===== config.mk =====
export PLATFORM = sky130hd
export DESIGN_NAME = subparser_dispatcher
export DESIGN_NICKNAME = d
export VERILOG_FILES = /design/src/rtl/subparser_dispatcher.sv
export SDC_FILE = /design/constraint.sdc
export NUM_CORES = 1
export LEC_CHECK = 0
export BUFFER_PORTS_ARGS = -buffer_cell sky130_fd_sc_hd__buf_2
export CORE_ASPECT_RATIO = 1.1
export CORE_MARGIN = 2
export CORE_UTILIZATION = 40
export CTS_BUF_LIST = sky130_fd_sc_hd__clkbuf_4
export CTS_CLUSTER_DIAMETER = 150
export CTS_CLUSTER_SIZE = 20
export DETAILED_ROUTE_END_ITERATION = 12
export PLACE_DENSITY_LB_ADDON = 0.08
export SLEW_MARGIN = 5
export SYNTH_ARGS = -nofsm -noshare
export SYNTH_HDL_FRONTEND = slang
export SYNTH_SLANG_ARGS = --single-unit

===== constraint.sdc =====
create_clock -name clk -period 4.27 [get_ports clk]
set_input_delay 0.854 -clock clk [delete_from_list [all_inputs] [get_ports clk]]
set_output_delay 0.854 -clock clk [all_outputs]
set_load 0.005 [all_outputs]

===== src/rtl/subparser_dispatcher.sv =====
// Dispatches one command to the selected subparser, muxes the shared character FIFO
// to it while it runs, and reports the latched result with a watchdog fallback.
module subparser_dispatcher #(
    parameter int unsigned NUM_SUB  = 4,
    parameter int unsigned CMD_BITS = 4,
    parameter int unsigned TIMEOUT  = 1024
) (
    input  logic                       clk,
    input  logic                       reset,
    input  logic                       clk_en,
    input  logic                       start,
    input  logic [CMD_BITS-1:0]        cmd,
    output logic                       rdy,
    output logic                       done,
    output logic                       success,
    output logic                       newline,
    output logic                       timeout,
    output logic                       bad_cmd,
    output logic [$clog2(NUM_SUB)-1:0] sel,
    output logic [NUM_SUB-1:0]         sub_trigger,
    input  logic [NUM_SUB-1:0]         sub_done,
    input  logic [NUM_SUB-1:0]         sub_rdy,
    input  logic [NUM_SUB-1:0]         sub_success,
    input  logic [NUM_SUB-1:0]         sub_newline,
    input  logic [NUM_SUB-1:0]         sub_rd_trigger,
    output logic [NUM_SUB-1:0]         sub_rd_done,
    output logic [NUM_SUB-1:0]         sub_rd_rdy,
    output logic [NUM_SUB-1:0]         sub_is_empty,
    output logic                       fifo_rd_trigger,
    input  logic                       fifo_rd_done,
    input  logic                       fifo_rd_rdy,
    input  logic                       fifo_is_empty
);

    localparam int unsigned SEL_W = $clog2(NUM_SUB);
    localparam int unsigned WD_W  = $clog2(TIMEOUT + 1);
    localparam logic [WD_W-1:0] WD_LAST = WD_W'(TIMEOUT - 1);
    localparam logic [WD_W-1:0] WD_MAX  = WD_W'(TIMEOUT);

    typedef enum logic [1:0] {IDLE, TRIG, BUSY, FINISH} state_t;

    state_t            state_q, state_d;
    logic [SEL_W-1:0]  sel_q, sel_d;
    logic [WD_W-1:0]   wd_q, wd_d;
    logic              success_q, success_d;
    logic              newline_q, newline_d;
    logic              timeout_q, timeout_d;
    logic              bad_cmd_q, bad_cmd_d;

    always_ff @(posedge clk) begin
        if (reset) begin
            state_q   <= IDLE;
            sel_q     <= '0;
            wd_q      <= '0;
            success_q <= 1'b0;
            newline_q <= 1'b0;
            timeout_q <= 1'b0;
            bad_cmd_q <= 1'b0;
        end else if (clk_en) begin
            state_q   <= state_d;
            sel_q     <= sel_d;
            wd_q      <= wd_d;
            success_q <= success_d;
            newline_q <= newline_d;
            timeout_q <= timeout_d;
            bad_cmd_q <= bad_cmd_d;
        end
    end

    always_comb begin
        state_d     = state_q;
        sel_d       = sel_q;
        wd_d        = wd_q;
        success_d   = success_q;
        newline_d   = newline_q;
        timeout_d   = timeout_q;
        bad_cmd_d   = bad_cmd_q;
        sub_trigger = '0;
        case (state_q)
            IDLE: begin
                if (start) begin
                    success_d = 1'b0;
                    newline_d = 1'b0;
                    timeout_d = 1'b0;
                    bad_cmd_d = 1'b0;
                    sel_d     = cmd[SEL_W-1:0];
                    if (32'(cmd) >= NUM_SUB) begin
                        bad_cmd_d = 1'b1;
                        state_d   = FINISH;
                    end else begin
                        state_d   = TRIG;
                    end
                end
            end
            TRIG: begin
                // Trigger is combinational so the subparser sees it in the same cycle rdy is seen.
                if (sub_rdy[sel_q]) begin
                    sub_trigger[sel_q] = 1'b1;
                    wd_d               = '0;
                    state_d            = BUSY;
                end
            end
            BUSY: begin
                if (wd_q != WD_MAX) wd_d = wd_q + 1'b1;
                if (sub_done[sel_q]) begin
                    success_d = sub_success[sel_q];
                    newline_d = sub_newline[sel_q];
                    state_d   = FINISH;
                end else if (wd_q == WD_LAST) begin
                    timeout_d = 1'b1;
                    success_d = 1'b0;
                    state_d   = FINISH;
                end
            end
            FINISH: state_d = IDLE;
            default: state_d = IDLE;
        endcase
    end

    // FIFO view is only lent to the selected subparser while it is running.
    always_comb begin
        fifo_rd_trigger = 1'b0;
        sub_rd_done     = '0;
        sub_rd_rdy      = '0;
        sub_is_empty    = '1;
        if (state_q == BUSY) begin
            fifo_rd_trigger      = sub_rd_trigger[sel_q];
            sub_rd_done[sel_q]   = fifo_rd_done;
            sub_rd_rdy[sel_q]    = fifo_rd_rdy;
            sub_is_empty[sel_q]  = fifo_is_empty;
        end
    end

    assign rdy     = (state_q == IDLE);
    assign done    = (state_q == FINISH);
    assign success = success_q;
    assign newline = newline_q;
    assign timeout = timeout_q;
    assign bad_cmd = bad_cmd_q;
    assign sel     = sel_q;

endmodule


==> results.md <==
* Result of the run: complete, no violations
* Final critical-path share of the clock period at around three quarters
* Gates resized, CTS repair at 0
* Total via count after detailed routing at approximately 1,500
* Total wire length at 3403 um
* GRT Util Overall at 17.76%
* Setup CP Type: flip-flop to primary output
* Worst min path class: flip-flop to flip-flop
* Routed length per placed instance at about 12 um
* Routability congestion estimate at approximately 0.86
* Die Outline Area at approximately 0.0039 mm^2
* Relative contribution of sequential cells to total power at 43.9%
* Seq/Total Area, Yosys at 27.49%
* Number of storage elements in the synthesis netlist at 19
* Non-filler cells, final at 276
* Combinational family with the most area after synthesis: simple AND/OR/NAND/NOR gates
* Mapped Cells at approximately 180
* Reg-to-reg slack, setup at approximately 1500 ps
* Most frequent cells in the layout: sky130_fd_sc_hd__buf_2, sky130_fd_sc_hd__nor2_1, sky130_fd_sc_hd__dfxtp_1
* Number of port buffers at 55
* DRC at 0
* Xor/xnor cell area share of the yosys netlist at 0%
* Detailed router's first-iteration violation count at approximately 60
* Net load switching power at roughly 0.16 mW
* Count of pins over their slew limit at 0
* HPWL after detailed placement at approximately 2600 um
* Data arrival time of the critical path at between 2000 and 2500 ps
* Fraction of final layout cells with drive strength greater than 1 at about 33%
* Root Buffer: sky130_fd_sc_hd__clkbuf_4
* Cell type contributing the most total cell area after synthesis: sky130_fd_sc_hd__dfxtp_1
* Worst Hold Slack at slightly below 500 ps
* Total instance count after detailed placement at 272
* Placement Rows at 22
* Count of yosys warnings during synthesis at 0
* Internal power at just under 0.3 mW
* Met3 layer usage reported by global route at 2.756%
* Synth Cell Area at 0.001384 mm^2
* Worst setup slack after layout at between 1000 and 1500 ps
* Deepest clock path buffer count at 2
* Inserted Clock Buffers at 3
* Clock tree skew after final layout at about 8.6 ps
* Post-synthesis area per instance at 7.774 um^2
* GR met2 Demand/Resource at between 20% and 30%
* Type of element capturing the critical path: primary output
* Count of cell types in the netlist at approximately 40
* Pin count of the biggest net entering global routing at 26
* Number of antenna violations at the first check in global routing at 0
* Num Clock Sinks at 19
* Initial standard-cell utilization of the core at roughly two fifths
* Area share of the leading cell type in the synthesized netlist at 27.49%
* Global routing usage on met1 at around 24%
* Type of origin of the critical path: flip-flop
* Clock transition at the registers of the reported paths at around 110 ps
* Proportion of synthesized area in mux cells at between 10% and 20%
* Basic-gate share of the synthesized area counting and, or, nand and nor cells at between 30% and 40%
* TritonCTS clock tree: built
* Max-capacitance violation count at 0
* End-of-flow core utilization at about half
* Vias in the first global route at approximately 1,200
* Combinational Power Share at between 30% and 40%
* Adder and majority gate portion of the synthesized area at about 5.4%
* Commonest non-fill, non-tap cell in the layout: sky130_fd_sc_hd__buf_2
* Worst Max-Slew Pin Slew at between 700 and 800 ps
* Placement Cell Area at between 0.0015 and 0.002 mm^2
* Post-CTS setup-driven buffer insertion count at 0
* Ports at 56
* Die Y at between 60 and 70 um
* Leakage component of the power at around 0.73 nW
* Area Overhead vs Synth at 23.60%
* Post-placement setup slack at 1396 ps
* # hold bufs at CTS at 0
* Wire length of the first global-routing pass at 5506 um
* Vias per cell at ~5.4
* Clock network fraction of design power at 20.7%
* Final design instance area without fill at between 0.0015 and 0.002 mm^2
* # nets final at between 200 and 300
* Final worst path period need at around 3200 ps
* Total grt overflow at 0
* Worst-skew pair later-pin latency at around 300 ps
* CP required at approximately 3400 ps
* Core footprint at 0.003331 mm^2
* First drt pass iteration count at 4
* Top cells by area in the synthesized netlist: sky130_fd_sc_hd__dfxtp_1, sky130_fd_sc_hd__ha_1, sky130_fd_sc_hd__nor2_1, sky130_fd_sc_hd__mux4_2, sky130_fd_sc_hd__a21oi_1
* Share of the synthesized area in compound gates (AO/OA/AOI/OAI) at approximately an eighth
* Final count of negative-setup-slack endpoints at 0
* Floorplan die width at between 60 and 70 um
* H-tree levels at 1
* Power per cell area at roughly 260 mW/mm^2
* Tot Pwr at roughly 0.45 mW
* Worst vdd rail ir drop at 0.0002037 V
* Maximum fanout along the worst path at 23
* Layer with the highest usage after global routing: met2
* Max Clock Freq at ~320 MHz
* RSZ-0062 raised after global routing: no
* Post-route antenna net violation count at 0
* Diodes inserted at 0
* Final TNS setup at 0 ps
* Hold Vio Cnt, Final at 0
* Switching Fraction at between 30% and 40%
* Nets in the synthesized netlist at about 220
* Relative slew slack at 47.94%
## power groups by stage
stage | Combinational, mW | Clock [mW] | Sequential, mW
2_1_floorplan | 0.115 | 0 | 0.197
5_1_grt | 0.181 | 0.104 | 0.201
6_report | 0.160 | 0.0937 | 0.199
3_5_place_dp | 0.159 | 0 | 0.203
3_3_place_gp | 0.157 | 0 | 0.202
4_1_cts | 0.161 | 0.0954 | 0.199
## synthesized netlist by cell type
cell / n
sky130_fd_sc_hd__dfxtp_1: 19
sky130_fd_sc_hd__nor2_1: 19
sky130_fd_sc_hd__nand2_1: 14
sky130_fd_sc_hd__a21oi_1: 13
sky130_fd_sc_hd__inv_1: 11
sky130_fd_sc_hd__nand3_1: 11
sky130_fd_sc_hd__clkbuf_1: 7
sky130_fd_sc_hd__ha_1: 6
sky130_fd_sc_hd__or3_1: 6
sky130_fd_sc_hd__mux2_2: 5
sky130_fd_sc_hd__nor3_1: 5
sky130_fd_sc_hd__o21ai_0: 5
sky130_fd_sc_hd__and2_1: 4
sky130_fd_sc_hd__mux2i_1: 4
sky130_fd_sc_hd__nand2b_1: 4
sky130_fd_sc_hd__o31ai_1: 4
sky130_fd_sc_hd__or4_1: 4
sky130_fd_sc_hd__mux4_2: 3
sky130_fd_sc_hd__nand4_1: 3
sky130_fd_sc_hd__or2_2: 3
sky130_fd_sc_hd__a31oi_1: 2
sky130_fd_sc_hd__and3_1: 2
sky130_fd_sc_hd__and4_1: 2
sky130_fd_sc_hd__buf_2: 2
sky130_fd_sc_hd__nand3b_1: 2
sky130_fd_sc_hd__nor3b_1: 2
sky130_fd_sc_hd__o32ai_1: 2
sky130_fd_sc_hd__a41oi_1: 1
sky130_fd_sc_hd__and3_2: 1
sky130_fd_sc_hd__and4b_1: 1
sky130_fd_sc_hd__nand3_2: 1
sky130_fd_sc_hd__nand4b_1: 1
sky130_fd_sc_hd__nor2b_1: 1
sky130_fd_sc_hd__nor4_1: 1
sky130_fd_sc_hd__o21a_1: 1
sky130_fd_sc_hd__o22ai_1: 1
sky130_fd_sc_hd__o41ai_1: 1
sky130_fd_sc_hd__or3_2: 1
sky130_fd_sc_hd__or4_2: 1
sky130_fd_sc_hd__or4_4: 1
sky130_fd_sc_hd__or4b_1: 1
## logic make-up after synthesis
kind of cell / count (synthesis)
AOI/OAI and AO/OA: 30
adders and majority gates: 6
buffers and inverters: 20
DFF: 19
muxes: 12
and+or+nand+nor: 91
## worst max-delay path, stage by stage (launching register included)
cell,delay (ps)
sky130_fd_sc_hd__dfxtp_1,340
sky130_fd_sc_hd__inv_1,100
sky130_fd_sc_hd__ha_1,670
sky130_fd_sc_hd__inv_1,350
sky130_fd_sc_hd__nor2_1,250
sky130_fd_sc_hd__and3_1,170
sky130_fd_sc_hd__buf_2,110
## flip-flops by register name, indices dropped and copies added (netlist names)
register and count:
state_q 2, bad_cmd 1, newline 1, sel 2, success 1, wd_q 11, timeout 1
## area by class of cell
class / instances / area [um^2]
Clock inverter: 1 / 5.005
Clock buffer: 3 / 22.52
Multi-Input combinational cell: 139 / 925.9
Inverter: 11 / 41.29
Timing Repair Buffer: 55 / 275.3
Sequential cell: 19 / 380.4
Fill cell: 337 / 1620
Tap cell: 48 / 60.06
## final timing paths
check / start / end / depth (start not counted)
setup / recovery: state_q[0] / sub_rd_rdy[2] / 6
hold / removal: success / success / 2
setup reg to reg: state_q[0] / wd_q[2] / 7
hold reg to reg: success / success / 2
## metal layers
| layer | vias to the layer above | share of wire [%] |
|---|---|---|
| met5 | - | 0 |
| met4 | 0 | 0.79 |
| met3 | 4 | 6.2 |
| met2 | 58 | 45 |
| met1 | 672 | 48 |
| li1 | 749 | - |
No activity file was read; power rests on OpenSTA's default activity.
